<file path="src/rtl/quad_and_gate_ctrl.sv">
// quad_and_gate_ctrl: trigger-gating sequencer for an MC10H104-style quad AND.
// Opens a timed enable window on TRIG once armed, then latches which lanes fired.
//
// Ports:
//   i_clk, i_rst            clock, async active-high reset
//   i_cfg_wr/addr/data      config bus: 0=MASK 1=WINDOW 2=HOLDOFF 3=CTRL
//                           (CTRL bit1 DISARM, bit0 AUTO_REARM)
//   o_cfg_ack               one-cycle ack, the cycle after a write
//   i_arm, i_trig           arm request, trigger
//   i_and_in                registered gate outputs {D,C,B,A}
//   o_gate_out              enable legs {DIN2,CIN2,BIN2,AIN2}
//   o_hit, o_hit_valid      lanes seen in last window, update strobe
//   o_busy, o_state         OPEN/HOLDOFF flag, FSM state
//   o_win_count             saturating count of opened windows
module quad_and_gate_ctrl #(
  parameter int WIN_W       = 8,
  parameter int HOLD_W      = 8,
  parameter int CNT_W       = 16,
  parameter int DEF_WINDOW  = 20,
  parameter int DEF_HOLDOFF = 10
) (
  input  logic             i_clk,
  input  logic             i_rst,
  input  logic             i_cfg_wr,
  input  logic [1:0]       i_cfg_addr,
  input  logic [15:0]      i_cfg_data,
  output logic             o_cfg_ack,
  input  logic             i_arm,
  input  logic             i_trig,
  input  logic [3:0]       i_and_in,
  output logic [3:0]       o_gate_out,
  output logic [3:0]       o_hit,
  output logic             o_hit_valid,
  output logic             o_busy,
  output logic [1:0]       o_state,
  output logic [CNT_W-1:0] o_win_count
);

  typedef enum logic [1:0] {
    S_IDLE  = 2'd0,
    S_ARMED = 2'd1,
    S_OPEN  = 2'd2,
    S_HOLD  = 2'd3
  } state_t;

  state_t            r_state;
  logic [3:0]        r_mask;
  logic [WIN_W-1:0]  r_window;
  logic [HOLD_W-1:0] r_holdoff;
  logic              r_auto;
  logic [3:0]        r_mask_sh;
  logic [HOLD_W-1:0] r_hold_sh;
  logic [WIN_W-1:0]  r_win_cnt;
  logic [HOLD_W-1:0] r_hold_cnt;
  logic [3:0]        r_acc;
  logic [3:0]        r_gate;
  logic [3:0]        r_hit;
  logic              r_hv;
  logic              r_ack;
  logic [CNT_W-1:0]  r_wc;

  logic              w_disarm;
  logic [WIN_W-1:0]  w_win_m1;
  logic [3:0]        w_acc_next;
  state_t            w_rearm;
  logic              w_unused;

  assign w_disarm   = i_cfg_wr && (i_cfg_addr == 2'd3) && i_cfg_data[1];
  // A zero-length window still opens for one cycle.
  assign w_win_m1   = (r_window == '0) ? '0 : r_window - WIN_W'(1);
  assign w_acc_next = r_acc | (i_and_in & r_mask_sh);
  assign w_rearm    = r_auto ? S_ARMED : S_IDLE;
  assign w_unused   = &{1'b0, i_cfg_data[15:8]};

  always_ff @(posedge i_clk or posedge i_rst) begin
    if (i_rst) begin
      r_state    <= S_IDLE;
      r_mask     <= 4'hF;
      r_window   <= WIN_W'(DEF_WINDOW);
      r_holdoff  <= HOLD_W'(DEF_HOLDOFF);
      r_auto     <= 1'b0;
      r_mask_sh  <= 4'h0;
      r_hold_sh  <= '0;
      r_win_cnt  <= '0;
      r_hold_cnt <= '0;
      r_acc      <= 4'h0;
      r_gate     <= 4'h0;
      r_hit      <= 4'h0;
      r_hv       <= 1'b0;
      r_ack      <= 1'b0;
      r_wc       <= '0;
    end else begin
      r_ack <= i_cfg_wr;
      r_hv  <= 1'b0;
      if (i_cfg_wr) begin
        unique case (i_cfg_addr)
          2'd0: r_mask    <= i_cfg_data[3:0];
          2'd1: r_window  <= i_cfg_data[WIN_W-1:0];
          2'd2: r_holdoff <= i_cfg_data[HOLD_W-1:0];
          2'd3: r_auto    <= i_cfg_data[0];
        endcase
      end
      if (w_disarm) begin
        r_state <= S_IDLE;
        r_gate  <= 4'h0;
      end else begin
        unique case (r_state)
          S_IDLE: begin
            if (i_arm) r_state <= S_ARMED;
          end
          S_ARMED: begin
            if (i_trig) begin
              r_state   <= S_OPEN;
              r_gate    <= r_mask;
              r_mask_sh <= r_mask;
              r_hold_sh <= r_holdoff;
              r_win_cnt <= w_win_m1;
              r_acc     <= 4'h0;
              if (r_wc != '1) r_wc <= r_wc + CNT_W'(1);
            end
          end
          S_OPEN: begin
            r_acc <= w_acc_next;
            if (r_win_cnt == '0) begin
              // Last open cycle: its sample is folded into HIT.
              r_gate <= 4'h0;
              r_hit  <= w_acc_next;
              r_hv   <= 1'b1;
              if (r_hold_sh == '0) begin
                r_state <= w_rearm;
              end else begin
                r_state    <= S_HOLD;
                r_hold_cnt <= r_hold_sh - HOLD_W'(1);
              end
            end else begin
              r_win_cnt <= r_win_cnt - WIN_W'(1);
            end
          end
          S_HOLD: begin
            if (r_hold_cnt == '0) r_state <= w_rearm;
            else r_hold_cnt <= r_hold_cnt - HOLD_W'(1);
          end
        endcase
      end
    end
  end

  assign o_state     = r_state;
  assign o_busy      = (r_state == S_OPEN) || (r_state == S_HOLD);
  assign o_gate_out  = r_gate;
  assign o_hit       = r_hit;
  assign o_hit_valid = r_hv;
  assign o_cfg_ack   = r_ack;
  assign o_win_count = r_wc;

endmodule

</file>
<file path="config.mk">
export PLATFORM = sky130hd
export DESIGN_NAME = quad_and_gate_ctrl
export DESIGN_NICKNAME = d
export VERILOG_FILES = /design/src/rtl/quad_and_gate_ctrl.sv
export SDC_FILE = /design/constraint.sdc
export NUM_CORES = 1
export LEC_CHECK = 0
export CAP_MARGIN = 20
export CELL_PAD_IN_SITES_DETAIL_PLACEMENT = 0
export CELL_PAD_IN_SITES_GLOBAL_PLACEMENT = 1
export CORE_ASPECT_RATIO = 1.1
export CORE_UTILIZATION = 43
export CTS_CLUSTER_DIAMETER = 200
export DETAILED_ROUTE_END_ITERATION = 8
export PLACE_DENSITY_LB_ADDON = 0.1
export SYNTH_ARGS = -nofsm -noshare
export SYNTH_HDL_FRONTEND = slang
export SYNTH_SLANG_ARGS = --single-unit
export TNS_END_PERCENT = 1
</file>
<file path="constraint.sdc">
create_clock -name i_clk -period 2.8 [get_ports i_clk]
set_input_delay 0.42 -clock i_clk [delete_from_list [all_inputs] [get_ports i_clk]]
set_output_delay 0.42 -clock i_clk [all_outputs]
set_load 0.1 [all_outputs]
</file>
; Yosys cells after proc, flatten, opt, wreduce, memory -nomap -nowiden
; Cells that the tools add are included.
; W data, S select, Z words.
[word_totals]
mem_bits_rw = 0
latchBits = 0
input_bits = 27
out_inout_bits = 29
memories = 0
rom_bits = 0
reg_bits = 81
word_cells = 88
[classes]
n_div = 0
reduce_logical = 24
addsub = 5
muxes = 25
eq_ne = 16
bitwise_logic = 3
mul = 0
n_shift = 0
n_lt_le_gt_ge = 0
[op_table]
columns = cell, count
row1 = $mux W8, 6
row2 = $logic_not A8 Y1, 4
row3 = $pmux W8 S2, 2
row4 = $sub A8 B1 Y8 const B, 4
row5 = $add A16 B1 Y16 const B, 1
row6 = $mux W4, 4
row7 = $ne A16 B16 Y1 const B, 1
row8 = $pmux W4 S2, 2
row9 = $mux W2, 6
row10 = $ne A3 B3 Y1 const B, 4
row11 = $reduce_and A3 Y1, 4
row12 = $reduce_and A4 Y1, 3
row13 = $ne A2 B2 Y1 const B, 5
row14 = $eq A2 B2 Y1 const B, 4
row15 = $pmux W2 S4, 1
row16 = $reduce_and A2 Y1, 4
row17 = $reduce_and A5 Y1, 1
row18 = $and A4 B4 Y4, 1
row19 = $eq A2 B1 Y1 const B, 2
row20 = $logic_not A2 Y1, 2
row21 = $mux W1, 4
row22 = $or A4 B4 Y4, 1
row23 = $reduce_bool A2 Y1, 2
row24 = $reduce_bool A3 Y1, 1
row25 = other kinds (3), 4

; Depth between registers and ports, before layout
[logic_depth]
ltp_word = 5
ltp_mapped = 10
mapped_depth_nobuf = 8

; Least setup slack after synthesis
; OpenSTA, ideal clock, no wires.
[synth_path]
kind = register to register
startpoint = reg r_state[1] (netlist: o_state[1])
endpoint = reg r_hold_cnt[6]
stages_incl_launch_ff = 10
t_required_ns = 2.721
period_less_slack_ns = 2.960
arrival_time_ns = 2.880
path_buffers = 2
slack_ns = -0.160
setup_time_ns = 0.079
path_cell_list = dfrtp_1 clkbuf_1 nand2_1 clkbuf_1 mux2i_1 ha_1 nor3b_1 nor4b_1 o221ai_1 a2bb2oi_1
[synth_between]
elab_chain_cells = 3
word_cells_on_any_way = 8
classes_between = 5 x eq/ne / 1 x mux / 2 x reduce/logical
[synth_rtl]
columns = item, line_no
row1 = from (decl), 46  ; state_t r_state;
row2 = from (signal assigned), 130  ; r_state <= w_rearm;
row3 = from (signal assigned), 140  ; if (r_hold_cnt == '0) r_state <= w_rearm;
row4 = $eq A2 B2 Y1, 107  ; unique case (r_state)
row5 = $ne A2 B2 Y1 (no line) / $reduce_bool A2 Y1 (equally long branches), --
row6 = $reduce_and A5 Y1 (no line), --
row7 = to (signal assigned), 133  ; r_hold_cnt <= r_hold_sh - HOLD_W'(1);
row8 = to (signal assigned), 141  ; else r_hold_cnt <= r_hold_cnt - HOLD_W'(1);
row9 = to (decl), 54  ; logic [HOLD_W-1:0] r_hold_cnt;
; Parallel ways exist; a longest one is shown, timed or not.
; A chain may end at the register's enable or synchronous reset.

; Final worst setup path
[layout_path]
startpoint = reg r_win_cnt[2]
endpoint = reg r_win_cnt[7]
[layout_between]
elab_chain_cells = 3
word_cells_on_any_way = 6
classes_between = 1 x add/sub / 1 x eq/ne / 2 x mux / 2 x reduce/logical
[layout_rtl]
columns = item, line_no
row1 = from (decl), 53  ; logic [WIN_W-1:0] r_win_cnt;
row2 = from (signal assigned), 117  ; r_win_cnt <= w_win_m1;
row3 = from (signal assigned), 136  ; r_win_cnt <= r_win_cnt - WIN_W'(1);
row4 = $sub A8 B1 Y8 / $logic_not A8 Y1 (equally long branches), "136, 124"
row5 = $mux W8 / $ne A2 B2 Y1 (equally long branches), --
row6 = $pmux W8 S2 / $reduce_and A4 Y1 (equally long branches), --
; Parallel ways exist; a longest one is shown, timed or not. The select of a mux whose other input is x is not followed.

==> impl_results.md <==
- Worst min path class: in2async
- Flops & latches, synth: 81
- Hold_ws: 0.383 ns
- Final WS setup: 0.364 ns
- Core Region: 8960 µm²
- Largest net degree at the start of global routing: 58
- Worst-path fanout max: 17
- Via count: 3,093
- Critical path arrival: 2.64 ns
- Area leader, netlist: dfrtp_1
- Layout cells sized above 1: 0.251
- Outcome: finished clean
- Filler Cell Count: 818
- WP buf/inv: 0
- Post-Synthesis Cells: 379
- Site Rows: 36
- Via density: 5.55
- Fin nets: 471
- Mean Syn Cell Area: 10.6 µm²
- Clock sink total: 81
- GRT overflow: 0
- IO Port Bufs: 47
- Die Y: 103 µm
- Post-CTS Hold Fix Bufs: 0
- M3 GR Usage: 0.0344
- Unrepaired setup endpoints after global routing: no
- Die area: 9750 µm²
- CTS tree: built
- DP Worst Slack: 0.345 ns
- DRT iter0 DRCs: 149
- Setup TNS: 0 ns
- Sw Share: 0.459
- Required @ worst endpoint: 3.00 ns
- Synth area leaders: dfrtp_1, mux2_2, dfstp_2, nor2_1, a21oi_1
- Crit path time final: 2.44 ns
- First-pass DRT Iterations: 5
- Vias in the first global route: 2,997
- Cell Area, Synth: 4030 µm²
- Worst setup path class: reg2reg
- Sequential area share after synthesis: 0.506
- Cell Chain, Critical Path: or4_4 -> or4b_4 -> a21oi_4 -> nand4b_1 -> o311ai_0
- Worst path slowest cell: or4_4
- Final max-slew violation count: 0
- Post-CTS Resized: 0
- Final Cell Area: 4830 µm²
- Max-cap violations: 0
- Share of synthesized flip-flops with an asynchronous set or reset: 1.00
- Routed WL: 9000 µm
- GRT Resource Usage Total: 0.197
- First-pass GRT wire length: 14,600 µm
- Sw Pwr: 2.43 mW
- Pwr dens: 1100 nW/µm²
- Largest delay share family, worst path: simple AND/OR/NAND/NOR gates
- CTS clk-pin slew, worst paths: 0.09 ns
- Syn. warnings: 0
- Longest Clk Path Bufs: 2
- Max frequency: 411 MHz
- CP endpoint kind: flop
- Die width: 94.3 µm
- Clock share of power: 0.171
- Setup crit start kind: flop
- Cell count after placement: 541
- Number of H-tree levels: 3
- Max VDD drop: 0.556 mV
- Clk_lat worst skew: 0.36 ns
- Initial antenna violation count: 0
- RePlAce Congestion: 0.813
- Wire per inst: 16.2 µm
- Reg power frac: 0.371
- Post-route DRC violation count: 0
- Leak: 2.13 nW
- GRT Max-Usage Layer: met2
- Post-synth EDFFs: 0
- Post-synth net total: 412
- Post-Route Utilization: 0.539
- Internal Power: 2.87 mW
- Antenna viol nets, final: 0
- Multi-input logic area: 1880 µm²
- Final Non-Filler Cells: 557
- M1 GR Usage: 0.266
- Ports: 56
- CP peak stage delay: 0.55 ns
- Setup bufs post-CTS: 0
- Placed Area: 4620 µm²
- Main synth FF type: dfrtp_1
- Synth unique cells: 56
- Ant diodes: 0
- Synth top area share: 0.454
- Overall power: 5.30 mW
- Measured slew at the worst slew-check pin: 0.641 ns
- Hold Vio Cnt, Final: 0
- Root cell of the clock tree: clkbuf_8
- Final worst-path cycle share: 0.870
- Routing usage on met2: 0.314
- Gate power share: 0.458
- Worst slew margin: 0.571
- Final setup fails: 0
- P&R area growth vs syn: 20.0%
- Worst Skew: 0.0141 ns
- Seq. cell area: 2040 µm²
- HPWL Detailed: 6520 µm
- CTS buffer count: 9
- Initial Util: 0.449
==> worst register-to-register path: stages, from the launching register on <==
cell and delay [ns]:
dfrtp_1 0.46, or4_4 0.55, or4b_4 0.54, a21oi_4 0.40
nand4b_1 0.19, o311ai_0 0.15
==> per-layer routing <==
layer	part of all wire	wire (µm)
met5	0	0
met4	0.015	138
met3	0.039	349
met2	0.48	4330
met1	0.46	4180
==> area by class of cell <==
cell class | count | area share
Timing Repair Buffer | 58 | 0.102
Clock inverter | 6 | 0.0150
Multi-Input combinational cell | 271 | 0.389
Inverter | 17 | 0.0135
Tap cell | 114 | 0.0295
Sequential cell | 81 | 0.422
Clock buffer | 10 | 0.0285
==> kinds of logic (layout without fill, tap and decap cells) <==
logic type | count (synthesis) | count (layout) | synth area share
adders and majority gates | 6 | 6 | 0.0186
and+or+nand+nor | 125 | 125 | 0.164
DFF | 81 | 81 | 0.506
AOI/OAI and AO/OA | 81 | 81 | 0.132
xor gates and xnor gates | 18 | 18 | 0.0392
buffers and inverters | 27 | 91 | 0.0270
muxes | 41 | 41 | 0.113
==> cell usage after synthesis (all sizes together), types with 8 or more instances <==
cell type  number
clkbuf          9
a31oi           9
dfrtp          73
dfstp           8
xor2           13
a21oi          27
o21ai          19
mux2           35
nand2          20
inv            17
nor3           13
nor2           41
nand3          12
==> final timing paths <==
kind	from	endpoint	slack, ns	cells after the start
min	i_rst	r_win_cnt[0]	0.38	2
max in group asynchronous	i_rst	r_holdoff[3]	1.71	3
min reg2reg	r_holdoff[6]	r_hold_sh[6]	0.50	2
max reg2reg	r_win_cnt[2]	r_win_cnt[7]	0.36	5
min in group i_clk	r_holdoff[6]	r_hold_sh[6]	0.50	2
max	r_win_cnt[2]	r_win_cnt[7]	0.36	5
==> registers in the layout (all words and copies together), names as in the netlist <==
signal,count
r_hold_cnt,8
o_hit_valid,1
r_win_cnt,8
r_mask,4
o_cfg_ack,1
r_auto,1
r_acc,4
o_win_count,16
r_mask_sh,4
o_gate_out,4
r_hold_sh,8
o_hit,4
o_state,2
r_window,8
r_holdoff,8
==> power by group through the flow <==
stage | Sequential (mW) | Clock [mW] | Combinational [mW]
2_1_floorplan | 2.50 | 0 | 1.33
5_1_grt | 2.04 | 0.978 | 2.62
3_3_place_gp | 1.98 | 0 | 2.40
3_5_place_dp | 1.99 | 0 | 2.43
6_report | 1.97 | 0.908 | 2.43
4_1_cts | 1.97 | 0.934 | 2.44
==> layout by cell type, fill, tap and decap left out, types with 2 or more instances in the layout <==
cell,instances
dfrtp_1,71
nor2_1,40
buf_4,39
mux2_2,35
a21oi_1,24
nand2_1,20
o21ai_0,18
clkdlybuf4s50_1,18
inv_1,16
nor3_1,13
xor2_1,13
nand3_1,12
clkbuf_8,10
a31oi_1,9
dfstp_2,8
nand3b_1,6
mux2i_1,6
ha_1,6
nor4_1,5
xnor2_1,5
a22o_1,4
and4_1,3
nand4_1,3
nor2b_1,3
nand2b_1,3
nor3b_1,3
a2bb2oi_1,3
inv_6,3
and2_1,2
nand4b_1,2
o311ai_0,2
o221ai_1,2
o22ai_1,2
a21oi_2,2
o21a_1,2
dfrtp_2,2
Power figures use the tool's default switching activity.
